==> config.mk <==
export PLATFORM = sky130hd
export DESIGN_NAME = ball_link_scheduler
export DESIGN_NICKNAME = d
export VERILOG_FILES = /design/src/rtl/ball_link_scheduler.sv
export SDC_FILE = /design/constraint.sdc
export NUM_CORES = 1
export LEC_CHECK = 0
export CAP_MARGIN = 10
export CORE_MARGIN = 2
export CORE_UTILIZATION = 26
export DETAILED_ROUTE_END_ITERATION = 12
export SYNTH_ARGS = -nofsm -noshare
export SYNTH_HDL_FRONTEND = slang
export SYNTH_SLANG_ARGS = --single-unit
==> constraint.sdc <==
create_clock -name clk -period 7.6 [get_ports clk]
set_clock_uncertainty 0.15 [all_clocks]
set_input_delay 1.52 -clock clk [delete_from_list [all_inputs] [get_ports clk]]
set_output_delay 1.52 -clock clk [all_outputs]
set_load 0.005 [all_outputs]
==> src/rtl/ball_link_scheduler.sv <==
// ball_link_scheduler: snapshots the ball state and hands it to the peer board as a checksummed I2C frame with retry.
// Ports:
//   clk, reset (async, active-low)       clock and reset
//   ball_send_trigger, ball_y/vy, gravity, ball_speed   hand-off request and ball state to snapshot
//   m_ready, m_done, m_ack_err           I2C master status
//   m_start, m_addr, m_data, m_last      I2C master byte request (m_last marks the checksum byte)
//   is_transfer, go_left, xfer_fail      busy flag, delivered pulse, retries-exhausted pulse
//   slv_reg0_y0 .. slv_reg4_ballspeed    snapshot registers for the display
module ball_link_scheduler #(
    parameter logic [6:0] SLAVE_ADDR  = 7'h42,
    parameter logic [7:0] HEADER      = 8'hA5,
    parameter int         TIMEOUT_CYC = 250000,
    parameter int         MAX_RETRY   = 3,
    parameter int         BACKOFF_CYC = 16
) (
    input  logic       clk,
    input  logic       reset,
    input  logic       ball_send_trigger,
    input  logic [9:0] ball_y,
    input  logic [7:0] ball_vy,
    input  logic [7:0] gravity,
    input  logic [7:0] ball_speed,
    input  logic       m_ready,
    input  logic       m_done,
    input  logic       m_ack_err,
    output logic       m_start,
    output logic [6:0] m_addr,
    output logic [7:0] m_data,
    output logic       m_last,
    output logic       is_transfer,
    output logic       go_left,
    output logic       xfer_fail,
    output logic [7:0] slv_reg0_y0,
    output logic [7:0] slv_reg1_y1,
    output logic [7:0] slv_reg2_vy,
    output logic [7:0] slv_reg3_gravity,
    output logic [7:0] slv_reg4_ballspeed
);
    localparam int CW = $clog2((TIMEOUT_CYC > BACKOFF_CYC ? TIMEOUT_CYC : BACKOFF_CYC) + 1);
    localparam int RW = $clog2(MAX_RETRY + 2);
    typedef enum logic [2:0] {IDLE, LATCH, ISSUE, WAIT, BACKOFF, DONE, FAIL} state_t;
    state_t          state, state_n;
    logic [2:0]      idx, idx_n;
    logic [RW-1:0]   retry, retry_n;
    logic [CW-1:0]   cnt, cnt_n;
    logic [7:0]      csum, byte_n;
    logic            pend;
    // One counter serves both the per-byte timeout (WAIT) and the retry back-off (BACKOFF).
    always_comb begin
        state_n = state;
        idx_n   = idx;
        retry_n = retry;
        cnt_n   = (cnt != '0) ? cnt - CW'(1) : cnt;
        m_start = 1'b0;
        case (state)
            IDLE:    state_n = ball_send_trigger ? LATCH : IDLE;
            LATCH: begin
                state_n = ISSUE;
                idx_n   = '0;
                retry_n = '0;
            end
            ISSUE: if (m_ready) begin
                m_start = 1'b1;
                cnt_n   = CW'(TIMEOUT_CYC - 1);
                state_n = WAIT;
            end
            WAIT: if (m_done && !m_ack_err) begin
                idx_n   = (idx == 3'd6) ? idx : idx + 3'd1;
                state_n = (idx == 3'd6) ? DONE : ISSUE;
            end else if (m_done || cnt == '0) begin
                retry_n = (retry < RW'(MAX_RETRY)) ? retry + RW'(1) : retry;
                cnt_n   = CW'(BACKOFF_CYC - 1);
                state_n = (retry < RW'(MAX_RETRY)) ? BACKOFF : FAIL;
            end
            BACKOFF: if (cnt == '0) begin
                idx_n   = '0;
                state_n = ISSUE;
            end
            DONE, FAIL: state_n = (pend || ball_send_trigger) ? LATCH : IDLE;
            default: state_n = IDLE;
        endcase
    end
    assign byte_n = idx_n == 3'd0 ? HEADER :
                    idx_n == 3'd1 ? slv_reg0_y0 :
                    idx_n == 3'd2 ? slv_reg1_y1 :
                    idx_n == 3'd3 ? slv_reg2_vy :
                    idx_n == 3'd4 ? slv_reg3_gravity :
                    idx_n == 3'd5 ? slv_reg4_ballspeed : csum;
    always_ff @(posedge clk or negedge reset) begin
        if (!reset) begin
            state              <= IDLE;
            idx                <= '0;
            retry              <= '0;
            cnt                <= '0;
            pend               <= 1'b0;
            csum               <= '0;
            m_addr             <= '0;
            m_data             <= '0;
            m_last             <= 1'b0;
            slv_reg0_y0        <= '0;
            slv_reg1_y1        <= '0;
            slv_reg2_vy        <= '0;
            slv_reg3_gravity   <= '0;
            slv_reg4_ballspeed <= '0;
        end else begin
            state <= state_n;
            idx   <= idx_n;
            retry <= retry_n;
            cnt   <= cnt_n;
            // A trigger in DONE/FAIL is consumed directly by the jump to LATCH.
            pend  <= (state == DONE || state == FAIL) ? 1'b0 : pend | (ball_send_trigger && state != IDLE);
            if (state == LATCH) begin
                slv_reg0_y0        <= ball_y[7:0];
                slv_reg1_y1        <= {6'b0, ball_y[9:8]};
                slv_reg2_vy        <= ball_vy;
                slv_reg3_gravity   <= gravity;
                slv_reg4_ballspeed <= ball_speed;
                csum               <= ball_y[7:0] ^ {6'b0, ball_y[9:8]} ^ ball_vy ^ gravity ^ ball_speed;
            end
            // Byte outputs change only on ISSUE entry, so they stay stable through the matching m_done.
            if (state_n == ISSUE && state != ISSUE) begin
                m_addr <= SLAVE_ADDR;
                m_data <= byte_n;
                m_last <= (idx_n == 3'd6);
            end
        end
    end
    assign is_transfer = (state != IDLE);
    assign go_left     = (state == DONE);
    assign xfer_fail   = (state == FAIL);
endmodule

Yosys cells after proc, flatten, opt, wreduce, memory -nomap -nowiden
Index checks and enable logic that the tools add are counted.
{"block": "word_totals", "word_cells": 87, "ff_bits": 80, "output_inout_bits": 60}
{"block": "op_classes", "n_bitwise": 5, "n_addsub": 3, "magnitude_cmp": 1, "n_reduce_logical": 15, "n_eq_ne": 18, "n_mux": 31}
{"operator": "18-bit two-way mux", "n": 4}
{"operator": "8-bit two-way mux", "n": 6}
{"operator": "18-bit case mux with 2 select lines", "n": 1}
{"operator": "3-bit two-way mux", "n": 11}
{"operator": "8-bit bitwise XOR", "n": 3}
{"operator": "3-bit == test (second input constant)", "n": 7}
{"operator": "18-bit zero test", "n": 1}
{"operator": "3-bit case mux with 6 select lines", "n": 1}
{"operator": "18-bit nonzero test", "n": 1}
{"operator": "18-bit by 1-bit subtractor with 18-bit output (second input constant)", "n": 1}
{"operator": "3-bit by 2-bit == test with 1-bit output (second input constant)", "n": 5}
{"operator": "3-bit case mux with 3 select lines", "n": 1}
{"operator": "8-bit by 2-bit bitwise XOR with 8-bit output", "n": 1}
{"operator": "3-bit by 1-bit adder with 3-bit output (second input constant)", "n": 2}
{"operator": "3-bit by 1-bit == test with 1-bit output (second input constant)", "n": 2}
{"operator": "3-bit zero test", "n": 2}
{"operator": "2-bit inequality test (second input constant)", "n": 3}
{"operator": "3-bit case mux with 2 select lines", "n": 1}
{"operator": "1-bit two-way mux", "n": 5}
{"operator": "4-bit AND reduction", "n": 1}
{"operator": "1-bit logical AND", "n": 3}
{"operator": "1-bit logical OR", "n": 3}
{"operator": "3-bit by 2-bit < comparator with 1-bit output (second input constant)", "n": 1}
{"operator": "3-bit by 2-bit inequality test with 1-bit output (second input constant)", "n": 1}
{"operator": "6 further kinds", "n": 6}

Logic depth before layout (Yosys ltp)
{"block": "depth", "word_depth": 11, "depth_mapped": 12, "depth_no_buf": 10}

Worst setup path before layout
No wires, ideal clock.
{"block": "synth_timing", "path_type": "input to output", "from": "input m_ready", "to": "output m_start", "t_required_ns": 5.930, "t_arrival_ns": 1.854, "stages": 2, "slack_ns": 4.076, "path_cell_list": "nand4_1 -> inv_1"}
{"block": "synth_between", "elab_chain_cells": 2}
{"item": "start, declared", "line": "23", "text": "input logic m_ready,"}
{"item": "1-bit two-way mux", "line": "62", "text": "ISSUE: if (m_ready) begin"}
{"item": "1-bit two-way mux", "line": "55", "text": "case (state)"}
{"item": "end, declared", "line": "26", "text": "output logic m_start,"}
No other way between the ends.

Final worst setup path
Same ends and word-level chain as after synthesis.

==> metrics.txt <==
Tmin final approximately 4.6 ns; synthesis-stage register bit count 80; WL per Instance approximately 15 um; Ant. Diodes 0; Worst Reg-to-Reg Cells 7; Clock Latency Late Sink 0.35 ns; Worst-path clk slew 0.07 ns; cts repair resizes 0; Vias/cell 4.73; Total Nets Final around 550; Num CTS Buffers 9; hold_buf cts 0; Area Growth Syn to Fin 30.3%; Post-synth EDFFs 0; CTS root buffer clkbuf_16; Netlist cell types 58; synth top area cells dfrtp_1 (46%), mux2_2 (9.0%), xnor2_1 (6.6%), nor2_1 (3.5%), buf_4 (2.8%); Crit Path Max Fanout 6; crit share post-route 0.612; fin. max-slew vios 0; Seq/Total Area, Yosys 0.459; Final Cell Area 0.00568 mm2; DRC viols 0; syn avg cell area 10.3 um2; die height 133 um; unrepaired setup endpoints after global routing no; Post-DP HPWL between 7000 and 8000 um; commonest non-fill, non-tap cells in the layout clkdlybuf4s50_1 (87), dfrtp_1 (80), nor2_1 (40), mux2_2 (35), xnor2_1 (33); slew at the pin closest to its max-slew limit between 1 and 1.5 ns; Worst slew margin 0.284; initial core utilization 0.265; setup TNS 0 ns; ys flop type dfrtp_1; hold path cells 2; Static Leak around 0.0023 uW; final core occ 0.345; Synth Warn # 0; Fmax achieved 215 MHz; GRT Util Overall 0.128; die area approximately 0.018 mm2; post-route ant nets 0; IO Count 100; Port-buffer cells 88; DR iter-0 viols about 210; Hold WC Path Type reg -> reg; final WL between 10000 and 15000 um; Yosys top cell area share 0.459; fraction of layout cells with a size suffix above 1 0.126; peak supply drop about 150 uV; type of origin of the critical path input port; Setup-failing EPs final 0; largest area contributor in the netlist dfrtp_1; routability cong. between 0.8 and 0.9; final hold viol count 0; global route overflow 0; CTS tree built; status finished, final reports clean; FP Rows 47; initial antenna violation count 0; Design Power 2260 uW; arrival time worst endpoint slightly below 3 ns; Mapped Area ~0.0044 mm2; vias in the first global route 3436; Async SR Flop Fraction 1.00; dpl cell area ~0.0054 mm2; first-pass iteration count of the detailed router 4; Post-Syn Instances 425; largest net degree at the start of global routing 81; Die X approximately 130 um; H-tree depth 3; critical path class in -> out; Clock Path Buffers 2; first-pass GRT wire length 18100 um; PD cells approximately 400 mW/mm2; via count 3432; crit end category primary output; # Post-CTS Setup Buffers 0; Req. time, crit path between 5 and 6 ns; most common cell after layout, fill and taps aside clkdlybuf4s50_1; Sink Count 80; core area between 0.015 and 0.02 mm2; Max Cap Viol 0
-- cells in the mapped netlist, types with 10 or more instances --
| cell | number |
|---|---|
| o21ai_0 | 14 |
| buf_4 | 16 |
| nand2_1 | 23 |
| inv_1 | 12 |
| xor2_1 | 10 |
| nor3_1 | 14 |
| xnor2_1 | 33 |
| mux2_2 | 35 |
| a21oi_1 | 22 |
| dfrtp_1 | 80 |
| nor2_1 | 41 |
-- state kept, by name, indices dropped and copies added, names as in the netlist --
name / count
slv_reg0_y0: 8
cnt: 18
slv_reg2_vy: 8
m_data: 8
slv_reg1_y1: 2
m_addr: 1
slv_reg3_gravity: 8
slv_reg4_ballspeed: 8
idx: 3
pend: 1
state: 3
m_last: 1
csum: 8
retry: 3
-- metal layers --
layer | GRT usage | wire length [um] | share of wire | vias up
li1 | - | - | - | 1648
met1 | 0.169 | 5140 | 0.47 | 1669
met3 | 0.0468 | 684 | 0.062 | 9
met4 | 0.0290 | 63 | 0.0058 | 0
met5 | 0 | 0 | 0 | -
met2 | 0.202 | 5060 | 0.46 | 106
-- path summary, 6_finish.rpt --
path / end / start / slack (ns)
max: m_start / m_ready / 2.95
min: m_last / m_last / 0.34
max reg2reg: m_data[1] / cnt[8] / 4.37
min reg2reg: m_last / m_last / 0.34
max in group asynchronous: cnt[2] / reset / 5.38
min in group asynchronous: state[1] / reset / 1.20
-- logic make-up (layout without fill, tap and decap cells) --
group,after synthesis,in the layout,synth area share
mux,40,40,0.102
other cells,1,11,0.000861
xor+xnor,43,43,0.0864
simple gates,128,128,0.152
compound gates,81,81,0.127
buf+inv,47,118,0.0583
flops,80,80,0.459
fa+ha+maj,5,5,0.0144
-- final cells by class --
class	count	area, um2
Clock buffer	10	229
Clock inverter	6	91.3
Fill cell	1682	10800
Inverter	13	48.8
Multi-Input combinational cell	308	2150
Sequential cell	80	2000
Tap cell	220	275
Timing Repair Buffer	89	886
-- metrics by stage --
stage	hold WS, ns	instances	setup WS, ns
5_1_grt	0.373	726	2.87
3_3_place_gp	0.311	710	3.00
6_report	0.339	726	2.95
3_5_place_dp	0.312	710	2.93
4_1_cts	0.340	726	2.94
2_1_floorplan	0.314	435	4.08
-- worst max-delay path, stage by stage --
cell and delay (ns):
clkdlybuf4s50_1 0.47, nand4_1 0.23, inv_1 0.23, clkdlybuf4s50_1 0.52
-- report_power, final --
part,switching (uW),internal (uW)
Combinational,471,526
Clock,183,290
Sequential,189,606
Total,842,1420
(Power assumes the default switching activity.)
